**src/rtl/irq_pkg.sv**
```systemverilog
// Shared definitions for the interrupt controller: register map, FSM states,
// id width helper and the register-port request bundle.
package irq_pkg;

  localparam logic [2:0] ADDR_PENDING = 3'd0;
  localparam logic [2:0] ADDR_ENABLE  = 3'd1;
  localparam logic [2:0] ADDR_MODE    = 3'd2;
  localparam logic [2:0] ADDR_PRIO    = 3'd3;
  localparam logic [2:0] ADDR_THRESH  = 3'd4;
  localparam logic [2:0] ADDR_CLAIM   = 3'd5;

  typedef enum logic {
    ST_IDLE    = 1'b0,
    ST_SERVICE = 1'b1
  } state_e;

  // One extra bit so that id+1 (the CLAIM encoding) always fits.
  function automatic int id_w(input int n_src);
    return $clog2(n_src) + 1;
  endfunction

  localparam int ID_W = id_w(4);

  typedef struct packed {
    logic        en;
    logic        we;
    logic [2:0]  addr;
    logic [31:0] wdata;
  } reg_req_t;

endpackage

```
**src/rtl/irq_prio_sel.sv**
```systemverilog
// Combinational arbiter: highest priority among eligible sources wins,
// ties resolve to the lowest index.
module irq_prio_sel
  import irq_pkg::*;
#(
  parameter int N_SRC  = 4,
  parameter int PRIO_W = 2,
  parameter int IW     = 3
) (
  input  logic [N_SRC-1:0]        eligible,
  input  logic [N_SRC*PRIO_W-1:0] prio,
  output logic                    valid,
  output logic [IW-1:0]           id
);

  logic [PRIO_W-1:0] best;

  // Strict '>' keeps the earlier (lower) index on equal priority.
  always_comb begin
    valid = 1'b0;
    id    = '0;
    best  = '0;
    for (int i = 0; i < N_SRC; i++) begin
      if (eligible[i] && (!valid || prio[i*PRIO_W +: PRIO_W] > best)) begin
        valid = 1'b1;
        id    = IW'(i);
        best  = prio[i*PRIO_W +: PRIO_W];
      end
    end
  end

endmodule

```
**src/rtl/irq_ctrl.sv**
```systemverilog
// Interrupt controller: edge/level pending capture, enable/priority/threshold
// arbitration and a claim/complete handshake with a single in-service source.
module irq_ctrl
  import irq_pkg::*;
#(
  parameter int N_SRC  = 4,
  parameter int PRIO_W = 2
) (
  input  logic              clk,
  input  logic              rst,
  input  logic [N_SRC-1:0]  src_i,
  input  logic              reg_en_i,
  input  logic              reg_we_i,
  input  logic [2:0]        reg_addr_i,
  input  logic [31:0]       reg_wdata_i,
  output logic [31:0]       reg_rdata_o,
  output logic              reg_ready_o,
  output logic              irq_o
);

  localparam int IW     = id_w(N_SRC);
  localparam int PW_ALL = N_SRC * PRIO_W;

  reg_req_t req;
  assign req = '{en: reg_en_i, we: reg_we_i, addr: reg_addr_i, wdata: reg_wdata_i};

  logic [N_SRC-1:0]  src_q, pend_edge_q, enable_q, mode_q;
  logic [PW_ALL-1:0] prio_q;
  logic [PRIO_W-1:0] thresh_q;
  logic [IW-1:0]     active_q;
  state_e            state_q, state_d;
  logic              irq_q, irq_d, ready_q;
  logic [31:0]       rdata_q, rdata_d;

  logic [N_SRC-1:0]  pending, eligible, edge_set, edge_clr, pend_edge_d, cand_oh;
  logic              cand_valid;
  logic [IW-1:0]     cand_id;
  logic              wr, rd, claim_hit, complete;

  assign wr = req.en & req.we;
  assign rd = req.en & ~req.we;

  // Level sources mirror the synchronised line; edge sources are sticky.
  assign pending = (pend_edge_q & mode_q) | (src_q & ~mode_q);

  for (genvar i = 0; i < N_SRC; i++) begin : g_elig
    assign eligible[i] = pending[i] & enable_q[i] &
                         (prio_q[i*PRIO_W +: PRIO_W] > thresh_q);
  end

  irq_prio_sel #(.N_SRC(N_SRC), .PRIO_W(PRIO_W), .IW(IW)) u_sel (
    .eligible (eligible),
    .prio     (prio_q),
    .valid    (cand_valid),
    .id       (cand_id)
  );

  assign claim_hit = rd && req.addr == ADDR_CLAIM && state_q == ST_IDLE && cand_valid;
  assign complete  = wr && req.addr == ADDR_CLAIM && state_q == ST_SERVICE &&
                     req.wdata == 32'(active_q) + 32'd1;

  assign cand_oh  = N_SRC'(1) << cand_id;
  assign edge_set = src_i & ~src_q & mode_q;
  assign edge_clr = ((wr && req.addr == ADDR_PENDING) ? req.wdata[N_SRC-1:0] : '0) |
                    (claim_hit ? cand_oh : '0);
  // Set after clear: a new edge coinciding with a clear keeps the bit.
  assign pend_edge_d = ((pend_edge_q & ~edge_clr) | edge_set) & mode_q;

  always_ff @(posedge clk or negedge rst) begin
    if (!rst) state_q <= ST_IDLE;
    else      state_q <= state_d;
  end

  always_comb begin
    state_d = state_q;
    case (state_q)
      ST_IDLE:    if (claim_hit) state_d = ST_SERVICE;
      ST_SERVICE: if (complete)  state_d = ST_IDLE;
      default:    state_d = ST_IDLE;
    endcase
  end

  // A claim in this cycle withdraws the request at the next edge.
  always_comb begin
    irq_d = (state_q == ST_IDLE) && cand_valid && !claim_hit;
  end

  always_comb begin
    rdata_d = '0;
    case (req.addr)
      ADDR_PENDING: rdata_d[N_SRC-1:0]  = pending;
      ADDR_ENABLE:  rdata_d[N_SRC-1:0]  = enable_q;
      ADDR_MODE:    rdata_d[N_SRC-1:0]  = mode_q;
      ADDR_PRIO:    rdata_d[PW_ALL-1:0] = prio_q;
      ADDR_THRESH:  rdata_d[PRIO_W-1:0] = thresh_q;
      ADDR_CLAIM:   if (state_q == ST_IDLE && cand_valid) rdata_d = 32'(cand_id) + 32'd1;
      default:      rdata_d = '0;
    endcase
  end

  always_ff @(posedge clk or negedge rst) begin
    if (!rst) begin
      src_q       <= '0;
      pend_edge_q <= '0;
      enable_q    <= '0;
      mode_q      <= '0;
      prio_q      <= '0;
      thresh_q    <= '0;
      active_q    <= '0;
      irq_q       <= 1'b0;
      ready_q     <= 1'b0;
      rdata_q     <= '0;
    end else begin
      src_q       <= src_i;
      pend_edge_q <= pend_edge_d;
      irq_q       <= irq_d;
      ready_q     <= req.en;
      rdata_q     <= rd ? rdata_d : '0;
      if (claim_hit) active_q <= cand_id;
      if (wr) begin
        case (req.addr)
          ADDR_ENABLE: enable_q <= req.wdata[N_SRC-1:0];
          ADDR_MODE:   mode_q   <= req.wdata[N_SRC-1:0];
          ADDR_PRIO:   prio_q   <= req.wdata[PW_ALL-1:0];
          ADDR_THRESH: thresh_q <= req.wdata[PRIO_W-1:0];
          default: ;
        endcase
      end
    end
  end

  assign reg_rdata_o = rdata_q;
  assign reg_ready_o = ready_q;
  assign irq_o       = irq_q;

endmodule

```
**config.mk**
```make
export PLATFORM = sky130hd
export DESIGN_NAME = irq_ctrl
export DESIGN_NICKNAME = d
export VERILOG_FILES = /design/src/rtl/irq_pkg.sv /design/src/rtl/irq_prio_sel.sv /design/src/rtl/irq_ctrl.sv
export SDC_FILE = /design/constraint.sdc
export NUM_CORES = 1
export LEC_CHECK = 0
export BUFFER_PORTS_ARGS = -buffer_cell sky130_fd_sc_hd__buf_4
export CORE_ASPECT_RATIO = 1.25
export CORE_MARGIN = 5
export CORE_UTILIZATION = 54
export CTS_BUF_LIST = sky130_fd_sc_hd__clkbuf_8
export DETAILED_ROUTE_END_ITERATION = 7
export PLACE_DENSITY_LB_ADDON = 0.25
export SLEW_MARGIN = 25
export SYNTH_ARGS = -nofsm -noshare
export SYNTH_HDL_FRONTEND = slang
export SYNTH_SLANG_ARGS = --single-unit
```
**constraint.sdc**
```tcl
create_clock -name clk -period 5.4 [get_ports clk]
set_input_delay 0.81 -clock clk [delete_from_list [all_inputs] [get_ports clk]]
set_output_delay 0.81 -clock clk [all_outputs]
set_load 0.05 [all_outputs]
```
==> flow_summary.toml <==
[place]
place_inst = 364
hpwl_microns = 4670
dpl_cell_area_sq_um = 2940
port_buffers = 52
place.gp.congestion = 0.910

[global_route]
grt_util_met3 = 0.0404
grt_pass1_vias = 1985
antenna_found_initial = 0
grt_first_pass_wirelength_microns = 9820
gr-usage-met2 = 0.355
grt_most_used_layer = "met2"
overflow = 0
grt_usage = 0.204
grt_use_met1 = 0.249
grt_max_degree = 40

[yosys]
syn_avg_cell_area_sq_um = 10.1
synthAdderAreaFrac = 0.0923
synth_top_area_share = 0.379
synth.top_cells.by_count = "39 x dfrtp_1, 28 x nand2_1, 24 x buf_4"
synthArstFlopShare = 1.00
yosys-top-cells-area = "dfrtp_1 38%, ha_1 9.2%, mux2_2 7.4%"
synth_area_leader_cell = "dfrtp_1"
yosys.cell_count.top_type = "dfrtp_1"
ys_ff_latch = 39
ys.flop_type = "dfrtp_1"
yosysWarnings = 0
synth-xor-area-share = 0.0102
synth_edf_count = 0
synth_simple_gate_area_frac = 0.152
syn_area_sq_um = 2570
synth_mux_area_frac = 0.113
synth_top_family_by_area = "compound AO/OA/AOI/OAI gates"
synthCells = 256
synth_cell_types = 46
ys_seq_area_frac = 0.379
synth_compound_area_frac = 0.155

[power]
power_density_nw_per_um2 = 327
vdd_drop_max_mv = 0.187
leakagePower_nw = 1.47

[timing]
hold_ws_ps = 471
final-hold-violation-count = 0
fin_crit_ps = 5140
period_share = 0.953
clock_skew_ps = 6.35
max_freq_mhz = 194
setup_tns_ps = 0
worstMarginPinSlew_ps = 871
finalMaxSlewViolations = 0
slew_headroom = 0.417
setup_viol = 0

[worst_setup_path]
crit_top_cell = "ha_1"
crit_type = "flip-flop to flip-flop"
ff2ff_path_depth = 26
critPathBufInv = 2
crit_family = "adder cells"
crit_cells = 26
worstPathMaxFanout = 5
max_stage_delay_ps = 380
crit_arrival_ps = 5310
cp-start-kind = "flip-flop"
critPathSlowestCell = "mux2_2"
worstPathRequired_ps = 5560
endpoint_kind = "flip-flop"

[route]
routed_wl_microns = 6030
routed_via_density = 5.36
routed-via-count = 2011
wl_per_cell_microns = 16.1
drtAntennaViolNets = 0
first_pass_iters = 4
drt_iter0_drc = 99
drcViolationCount = 0

[clock_network]
worstSkewPairLatency_ps = 290
clockBufferDepth = 2
cts_inserted_buffers = 5
ctsHoldBuffers = 0
path_clk_slew_ps = 70
cts-root-buf = "clkbuf_8"
cts_htree_levels = 2
clock_sinks = 39
cts_tree = "done"

[die]
rows = 28
start_util = 0.549
dieArea_sq_um = 6260
io_pins = 77
die_w_microns = 71.8
fp.dieH_microns = 87.2
coreArea_sq_um = 4690

[min_path]
min_path_cells = 1
hold_class = "flip-flop to flip-flop"

[cells_and_area]
postLayoutCoreUtil = 0.659
num_antenna_cells = 0
final_cells = 375
stdcell_area_sq_um = 3090
finalNetCount = 377
area_growth_pct = 20.1
drive_gt1_frac = 0.333

[flow_run]
drv_cap = 0

[run_status]
status = "finished clean"
==> timing repair <==
item	CTS	global route
gates resized for setup	0	13
buffers inserted	0	4
setup endpoints to repair	0	8
==> layer usage <==
| layer | vias to the layer above | routed length (microns) |
|---|---|---|
| li1 | 988 | - |
| met1 | 968 | 2460 |
| met2 | 44 | 3190 |
| met3 | 11 | 265 |
| met4 | 0 | 104 |
| met5 | - | 0 |
==> final timing paths <==
path | start | endpoint | slack, ps
max reg2reg | thresh_q[1] | reg_rdata_o[2] | 260
max | thresh_q[1] | reg_rdata_o[2] | 260
min | src_q[0] | pend_edge_q[0] | 470
max in group asynchronous | rst | prio_q[2] | 4570
min in group asynchronous | rst | pend_edge_q[3] | 480
min reg2reg | src_q[0] | pend_edge_q[0] | 470
==> cell type report <==
type	count	area, sq um
inverters	12	45.0
well taps	60	75.1
clock inverters	1	5.00
fillers	408	1600
repair buffers	58	435
flip-flops and latches	39	976
multi-input cells	199	1470
clock buffers	6	82.6
==> worst register-to-register path, cell delays in order, from the launching register on <==
cell and delay (ps):
dfrtp_1 340, inv_1 110, ha_1 320, nor2b_2 180, o2111a_2 240, nand2_1 70, ha_1 290, nor2b_1 120
o21ai_0 100, a21oi_2 200, mux2_2 380, ha_1 290, nor2b_2 160, o21ai_2 150, a21boi_4 220, nor2_2 60
mux2_2 280, ha_1 290, nor2b_1 140, o21ai_1 140, nor2_1 70, a21oi_2 190, buf_4 160, nand2_1 80
ha_1 270, nand4_1 80, a21oi_1 100
==> registers in the layout (all words and copies together) (netlist names) <==
register and count:
thresh_q 2, src_q 4, pend_edge_q 4, enable_q 4, mode_q 4, irq_o 1
prio_q 8, reg_ready_o 1, active_q 2, state_q 1, reg_rdata_o 8
==> kinds of logic after synthesis <==
group,after synthesis
AOI/OAI and AO/OA,50
xor gates and xnor gates,3
adders and majority gates,19
buffers and inverters,41
DFF,39
muxes,25
other,1
and+or+nand+nor,78
==> power by group <==
part | total (W) | internal (W) | switching [W]
Combinational | 0.000422 | 0.000182 | 0.000240
Clock | 0.000198 | 0.000100 | 0.0000975
Sequential | 0.000392 | 0.000342 | 0.0000495
==> stage by stage <==
| stage | worst slack (ps) | power [W] |
|---|---|---|
| after floorplan | 481 | 0.000689 |
| after global placement | 126 | 0.000777 |
| after detailed placement | 35.6 | 0.000784 |
| after CTS | 2.94 | 0.000984 |
| after global routing | -59.8 | 0.00108 |
| final | 256 | 0.00101 |
==> layout by cell type (no fill, tap or decap), types with 6 or more instances in the layout <==
cell type,Yosys,routed
buf_4,24,58
inv_1,12,12
ha_1,19,19
clkbuf_8,0,6
mux2_2,17,17
conb_1,1,24
o21ai_0,17,15
nor2_1,9,8
dfrtp_1,39,39
a21oi_1,10,9
nor4_1,8,8
nor2b_1,9,7
nand2_1,28,28
No activity file was read; power rests on OpenSTA's default activity.
